### src/rtl/conv_host_sequencer_pkg.sv
// Shared definitions for the convolution host sequencer.
// Holds the sequencer state encoding and the default widths shared with the
// convolution address FSM.
package conv_host_sequencer_pkg;

    localparam int DEF_NB_IMAGE   = 10;
    localparam int DEF_NB_ADDRESS = 10;

    typedef enum logic [3:0] {
        IDLE     = 4'd0,
        LD_ARM   = 4'd1,
        LD_STB   = 4'd2,
        LD_GAP   = 4'd3,
        LD_TERM  = 4'd4,
        LD_WAIT  = 4'd5,
        PROC     = 4'd6,
        PROC_END = 4'd7,
        DR_STB   = 4'd8,
        DR_WAIT  = 4'd9,
        DR_OUT   = 4'd10,
        DR_TERM  = 4'd11,
        DR_CBW   = 4'd12,
        DONE     = 4'd13
    } seq_state_t;

endpackage

### src/rtl/conv_host_sequencer_strobe_gen.sv
// conv_strobe_gen: issues one valid pulse (1 cycle high, then at least 1 cycle
// low) per request. Shared by the load and drain paths of the sequencer.
// Ports:
//   i_CLK, i_reset : clock, synchronous active-high reset
//   i_req          : request a strobe; taken whenever the strobe is not high
//   o_valid        : strobe to the FSM (high the cycle after the request)
//   o_done         : high in the low cycle that closes a strobe
module conv_strobe_gen (
    input  logic i_CLK,
    input  logic i_reset,
    input  logic i_req,
    output logic o_valid,
    output logic o_done
);

    logic strobeHigh;
    logic strobeGap;

    // A request while high is dropped, so a low cycle always follows a strobe.
    always_ff @(posedge i_CLK) begin
        if (i_reset) begin
            strobeHigh <= 1'b0;
            strobeGap  <= 1'b0;
        end else begin
            strobeHigh <= i_req & ~strobeHigh;
            strobeGap  <= strobeHigh;
        end
    end

    assign o_valid = strobeHigh;
    assign o_done  = strobeGap;

endmodule

### src/rtl/conv_host_sequencer.sv
// conv_host_sequencer: host-side driver of the convolution address FSM.
// One job per start: load L+1 pixels (plus a terminal strobe), hand the block
// to the FSM for processing, then drain L+1 results back to the host.
// Ports:
//   i_CLK, i_reset               : clock, synchronous active-high reset
//   i_start, i_imgLength         : job start (IDLE only), block length L
//   i_pix_valid/i_pix_data/o_pix_ready : host pixel stream in
//   o_pixel                      : pixel presented to the memory write port
//   o_load, o_SoP, o_valid       : FSM control pins
//   i_EoP, i_changeBlock         : FSM status
//   i_rdData                     : memory read data
//   o_res_data/o_res_valid/i_res_ready : result stream to host
//   o_busy, o_done               : job status
//   o_dbgState                   : current sequencer state
// Streams: a word moves in any cycle where valid and ready are both high;
// valid-side data holds steady until that cycle, and either side may stall.
module conv_host_sequencer
    import conv_host_sequencer_pkg::*;
#(
    parameter int NB_IMAGE  = DEF_NB_IMAGE,
    parameter int NB_DATA   = 8,
    parameter int NB_RESULT = 13,
    parameter int RD_LAT    = 2
) (
    input  logic                 i_CLK,
    input  logic                 i_reset,
    input  logic                 i_start,
    input  logic [NB_IMAGE-1:0]  i_imgLength,
    input  logic                 i_pix_valid,
    input  logic [NB_DATA-1:0]   i_pix_data,
    output logic                 o_pix_ready,
    output logic [NB_DATA-1:0]   o_pixel,
    output logic                 o_load,
    output logic                 o_SoP,
    output logic                 o_valid,
    input  logic                 i_EoP,
    input  logic                 i_changeBlock,
    input  logic [NB_RESULT-1:0] i_rdData,
    output logic [NB_RESULT-1:0] o_res_data,
    output logic                 o_res_valid,
    input  logic                 i_res_ready,
    output logic                 o_busy,
    output logic                 o_done,
    output seq_state_t           o_dbgState
);

    // One extra bit so N = 2^NB_IMAGE is representable.
    localparam int CW = NB_IMAGE + 1;
    localparam int LW = $clog2(RD_LAT + 1);

    seq_state_t      state;
    seq_state_t      stateNext;
    logic [CW-1:0]   lenN;
    logic [CW-1:0]   pixCnt;
    logic [CW-1:0]   resCnt;
    logic [LW-1:0]   latCnt;
    logic            strobeReq;
    logic            strobeDone;
    logic            latDone;
    logic            lastResult;

    conv_strobe_gen u_strobe (
        .i_CLK   (i_CLK),
        .i_reset (i_reset),
        .i_req   (strobeReq),
        .o_valid (o_valid),
        .o_done  (strobeDone)
    );

    // Read data is valid RD_LAT cycles after the strobe cycle; DR_WAIT is
    // entered one cycle after it, so capture when latCnt reaches RD_LAT-1.
    assign latDone    = (latCnt == LW'(RD_LAT - 1));
    assign lastResult = ((resCnt + CW'(1)) == lenN);

    always_ff @(posedge i_CLK) begin
        if (i_reset) begin
            state <= IDLE;
        end else begin
            state <= stateNext;
        end
    end

    always_ff @(posedge i_CLK) begin
        if (i_reset) begin
            lenN       <= '0;
            pixCnt     <= '0;
            resCnt     <= '0;
            latCnt     <= '0;
            o_pixel    <= '0;
            o_res_data <= '0;
        end else begin
            case (state)
                IDLE: begin
                    if (i_start) begin
                        lenN   <= {1'b0, i_imgLength} + CW'(1);
                        pixCnt <= '0;
                        resCnt <= '0;
                    end
                end
                LD_ARM:  if (o_pix_ready && i_pix_valid) o_pixel <= i_pix_data;
                LD_STB:  pixCnt <= pixCnt + CW'(1);
                DR_STB:  latCnt <= '0;
                DR_WAIT: begin
                    if (latDone) o_res_data <= i_rdData;
                    else         latCnt     <= latCnt + LW'(1);
                end
                DR_OUT:  if (i_res_ready) resCnt <= resCnt + CW'(1);
                DR_CBW:  if (i_changeBlock && i_EoP) resCnt <= '0;
                default: ;
            endcase
        end
    end

    always_comb begin
        stateNext = state;
        strobeReq = 1'b0;
        case (state)
            IDLE:    if (i_start) stateNext = LD_ARM;
            LD_ARM: begin
                if (pixCnt == lenN) begin
                    strobeReq = 1'b1;
                    stateNext = LD_TERM;
                end else if (i_pix_valid) begin
                    strobeReq = 1'b1;
                    stateNext = LD_STB;
                end
            end
            LD_STB:  stateNext = LD_GAP;
            LD_GAP:  if (strobeDone) stateNext = LD_ARM;
            LD_TERM: stateNext = LD_WAIT;
            LD_WAIT: if (i_changeBlock) stateNext = PROC;
            PROC:    if (i_EoP) stateNext = PROC_END;
            PROC_END: begin
                if (i_EoP) begin
                    strobeReq = 1'b1;
                    stateNext = DR_STB;
                end else begin
                    stateNext = DONE;
                end
            end
            DR_STB:  stateNext = DR_WAIT;
            DR_WAIT: if (latDone) stateNext = DR_OUT;
            DR_OUT: begin
                if (i_res_ready) begin
                    strobeReq = 1'b1;
                    stateNext = lastResult ? DR_TERM : DR_STB;
                end
            end
            DR_TERM: stateNext = DR_CBW;
            DR_CBW: begin
                // EoP still high means another convolution over the same block.
                if (i_changeBlock) begin
                    if (i_EoP) begin
                        strobeReq = 1'b1;
                        stateNext = DR_STB;
                    end else begin
                        stateNext = DONE;
                    end
                end
            end
            DONE:    stateNext = IDLE;
            default: stateNext = IDLE;
        endcase
    end

    assign o_load      = (state == LD_ARM) || (state == LD_STB) || (state == LD_GAP) ||
                         (state == LD_TERM) || (state == LD_WAIT);
    assign o_SoP       = (state == PROC);
    assign o_pix_ready = (state == LD_ARM) && (pixCnt != lenN);
    assign o_res_valid = (state == DR_OUT);
    assign o_busy      = (state != IDLE);
    assign o_done      = (state == DONE);
    assign o_dbgState  = state;

endmodule

### config.mk
export PLATFORM = sky130hd
export DESIGN_NAME = conv_host_sequencer
export DESIGN_NICKNAME = d
export VERILOG_FILES = /design/src/rtl/conv_host_sequencer_pkg.sv /design/src/rtl/conv_host_sequencer_strobe_gen.sv /design/src/rtl/conv_host_sequencer.sv
export SDC_FILE = /design/constraint.sdc
export NUM_CORES = 1
export LEC_CHECK = 0
export CAP_MARGIN = 20
export CORE_MARGIN = 4
export CORE_UTILIZATION = 35
export CTS_CLUSTER_DIAMETER = 50
export DETAILED_ROUTE_END_ITERATION = 8
export SYNTH_ARGS = -nofsm -noshare
export SYNTH_HDL_FRONTEND = slang
export SYNTH_SLANG_ARGS = --single-unit
export TNS_END_PERCENT = 100
### constraint.sdc
create_clock -name i_CLK -period 4.3 [get_ports i_CLK]
set_clock_uncertainty 0.2 [all_clocks]
set_input_delay 1.29 -clock i_CLK [delete_from_list [all_inputs] [get_ports i_CLK]]
set_output_delay 1.29 -clock i_CLK [all_outputs]
set_load 0.005 [all_outputs]
==> reports/qor.yml <==
status:
  status: "complete, no violations"
yosys:
  yosysUniqueCellTypes: 59
  synth-seq-cells: 62
  netlist_area_um2: 3500
  avgSynthCellArea_um2: 8.09
  ys_seq_area_share_pct: 35.4
  ys_async_sr_fraction_pct: 0
  yosys_warnings: 0
  synth_cells: 433
  synth_ff_type: "dfxtp_1"
  synth.net_count: 475
  synth_edf_count: 0
power:
  net-switching-power_w: 0.000647
  p_comb_share_pct: 35.4
  p_int_w: 0.00117
  peakVddDrop_mv: 0.141
  swShare_pct: 35.6
  power_density_nw_per_um2: 410
  p_leak_nw: 1.72
  seqPwrFrac_pct: 39.6
  p_clk_share_pct: 25.0
routing:
  viasPerCell: 5.12
  drt_iter0_drc: 167
  drt-wirelength-per-cell_um: 13.8
  remaining_drc_errors: 0
  firstDrtPassIters: 5
  routed_wl_mm: 8.65
  num_vias: 3214
  postRouteAntennaNets: 0
clock_tree:
  path_clk_slew_ns: 0.07
  htreeDepth: 3
  cts_sinks: 62
  clock_latency_ns: 0.34
  tritoncts: "yes"
  cts_inserted_buffers: 9
  post_cts_buffers: 0
  clockBufferDepth: 2
  cts-root-buf: "clkbuf_8"
  cts_hold_repair.buffers: 0
  post_cts_resize_count: 0
setup_path:
  cp_cell_sequence: "xor2_1, nor4_2, nand4_2, and3_1, clkdlybuf4s50_1"
  cp.arrival_ns: 2.19
  cp-end-kind: "output pin"
  critPathLaunch: "lenN[7]"
  cp_max_fo: 7
  worst-path-buf-inv: 1
  start_kind: "flop"
  cpLargestDelayFamily: "simple AND/OR/NAND/NOR gates"
  cpPeakStageDelay_ns: 0.49
  crit_type: "reg -> out"
  cp.required_ns: 2.81
  slowest_stage: "dfxtp_1"
  r2r-start: "resCnt[0]"
sta:
  slew_headroom_pct: 36.0
  fin_crit_sh_pct: 85.6
  rsz0062_at_grt: "no"
  max_freq_mhz: 272
  worst_pin_slew_ns: 0.957
  tns_ns: 0
  hold_viol: 0
  period_needed_ns: 3.68
  setup_violations: 0
  drv_slew: 0
die:
  design.core.area_um2: 9770
  ios: 70
  rows: 36
  initial_core_util_pct: 35.8
  die_area_um2: 11700
  die_w_um: 108
  die-height_um: 108
min_path:
  min-delay-start: "u_strobe.o_valid"
  worstHoldPathType: "reg -> reg"
cells_and_area:
  fin_util_pct: 45.4
  drive_above_1_share_pct: 6.46
  final_nets: 532
  diodes: 0
  n_fill_cell: 1000
  syn_to_final_growth_pct: 26.6
global_route:
  antenna_found_initial: 0
  grt_max_degree: 42
  grt_usage_pct: 14.8
  grt_pass1_vias: 2903
  overflow: 0
  grt_pass1_wl_mm: 14.1
placement:
  portBuffers: 69
  place.gp.congestion: 0.832
  hpwl_mm: 6.41
job:
  max_cap_violations: 0
==> cell usage after synthesis (2+ instances only) <==
cell / count / area (um^2)
and3_1: 6 / 37.5
nand4_1: 8 / 50.1
a21oi_1: 34 / 170
buf_2: 10 / 50.1
o21ai_0: 10 / 50.1
or3_1: 5 / 31.3
nand3b_1: 6 / 45.0
o31ai_1: 2 / 15.0
xnor2_1: 16 / 140
nand4bb_1: 2 / 22.5
nor4_1: 4 / 25.0
nor2b_1: 2 / 12.5
o21ai_1: 6 / 30.0
or4bb_1: 2 / 22.5
nand4_2: 2 / 25.0
and4_1: 2 / 17.5
ha_1: 4 / 50.1
clkbuf_1: 13 / 48.8
nand3_1: 15 / 75.1
nor2_1: 71 / 267
a31oi_1: 5 / 31.3
a221oi_1: 2 / 17.5
nand2_1: 29 / 109
a211oi_1: 9 / 67.6
nand2b_1: 6 / 37.5
nor3_1: 14 / 70.1
inv_2: 2 / 7.51
mux2i_1: 22 / 220
dfxtp_1: 62 / 1240
a21o_1: 4 / 30.0
and2_1: 4 / 25.0
mux2_1: 4 / 45.0
xor2_1: 18 / 158
inv_1: 7 / 26.3
==> layer usage <==
metal / share of wire, % / up-vias / GRT usage [%]
met5: 0 / - / 0
met4: 1.4 / 0 / 4.87
met3: 5.3 / 10 / 3.34
met2: 46 / 82 / 22.8
met1: 47 / 1468 / 20.5
li1: - / 1654 / -
==> layout make-up <==
class	count	area, um^2	area share, %
repair buffers	73	716	16.1
clock inverters	5	35.0	0.790
multi-input cells	335	2100	47.4
clock buffers	11	141	3.19
well taps	133	166	3.75
inverters	9	33.8	0.762
flip-flops and latches	62	1240	28.0
==> cells in the final DEF (no fill, tap or decap), types with 5 or more instances in the layout <==
| master | n |
|---|---|
| clkbuf_8 | 10 |
| nand2b_1 | 6 |
| nand3b_1 | 6 |
| a31oi_1 | 5 |
| nor3_1 | 14 |
| a21oi_1 | 34 |
| nor2_1 | 71 |
| inv_1 | 7 |
| mux2i_1 | 22 |
| and3_1 | 6 |
| nand4_1 | 8 |
| a211oi_1 | 9 |
| dfxtp_1 | 62 |
| or3_1 | 5 |
| nand3_1 | 15 |
| o21ai_0 | 10 |
| xor2_1 | 18 |
| nand2_1 | 29 |
| xnor2_1 | 16 |
| o21ai_1 | 6 |
| clkdlybuf4s50_1 | 68 |
==> path summary, 6_finish.rpt <==
check / endpoint / slack (ns) / cells past startpoint
worst min-delay path: u_strobe.o_done / 0.29 / 1
worst max register to register: o_dbgState[1] / 1.50 / 7
worst max-delay path: o_pix_ready / 0.62 / 5
worst min register to register: u_strobe.o_done / 0.29 / 1
==> power groups by stage <==
stage	Combinational (W)	Sequential, W	Clock [W]
finish	0.000644	0.000721	0.000455
global route	0.000715	0.000732	0.000492
CTS	0.000648	0.000721	0.000471
detailed placement	0.000644	0.000735	0
global placement	0.000639	0.000733	0
floorplan	0.000490	0.000681	0
==> stage by stage <==
stage / setup WS [ns] / instance area [um^2] / hold slack (ns) / total power [W] / std cells
global placement: 0.800 / 4260 / 0.273 / 0.00137 / 612
CTS: 0.578 / 4440 / 0.292 / 0.00184 / 628
finish: 0.619 / 4440 / 0.289 / 0.00182 / 628
detailed placement: 0.796 / 4260 / 0.280 / 0.00138 / 612
floorplan: 1.48 / 3500 / 0.270 / 0.00117 / 433
global route: 0.409 / 4440 / 0.316 / 0.00194 / 628
==> cell families after synthesis <==
kind of cell | synth area share (%)
DFF | 35.4
xor gates and xnor gates | 8.50
buffers and inverters | 4.57
and+or+nand+nor | 27.5
AOI/OAI and AO/OA | 15.0
muxes | 7.57
adders and majority gates | 1.43
==> sequential cells by signal (all words and copies together), names as in the netlist <==
signal            count
o_res_data           13
lenN                 11
pixCnt               11
resCnt               11
o_pixel               8
o_dbgState            4
latCnt                2
u_strobe.o_done       1
u_strobe.o_valid      1
(Power assumes the default switching activity.)
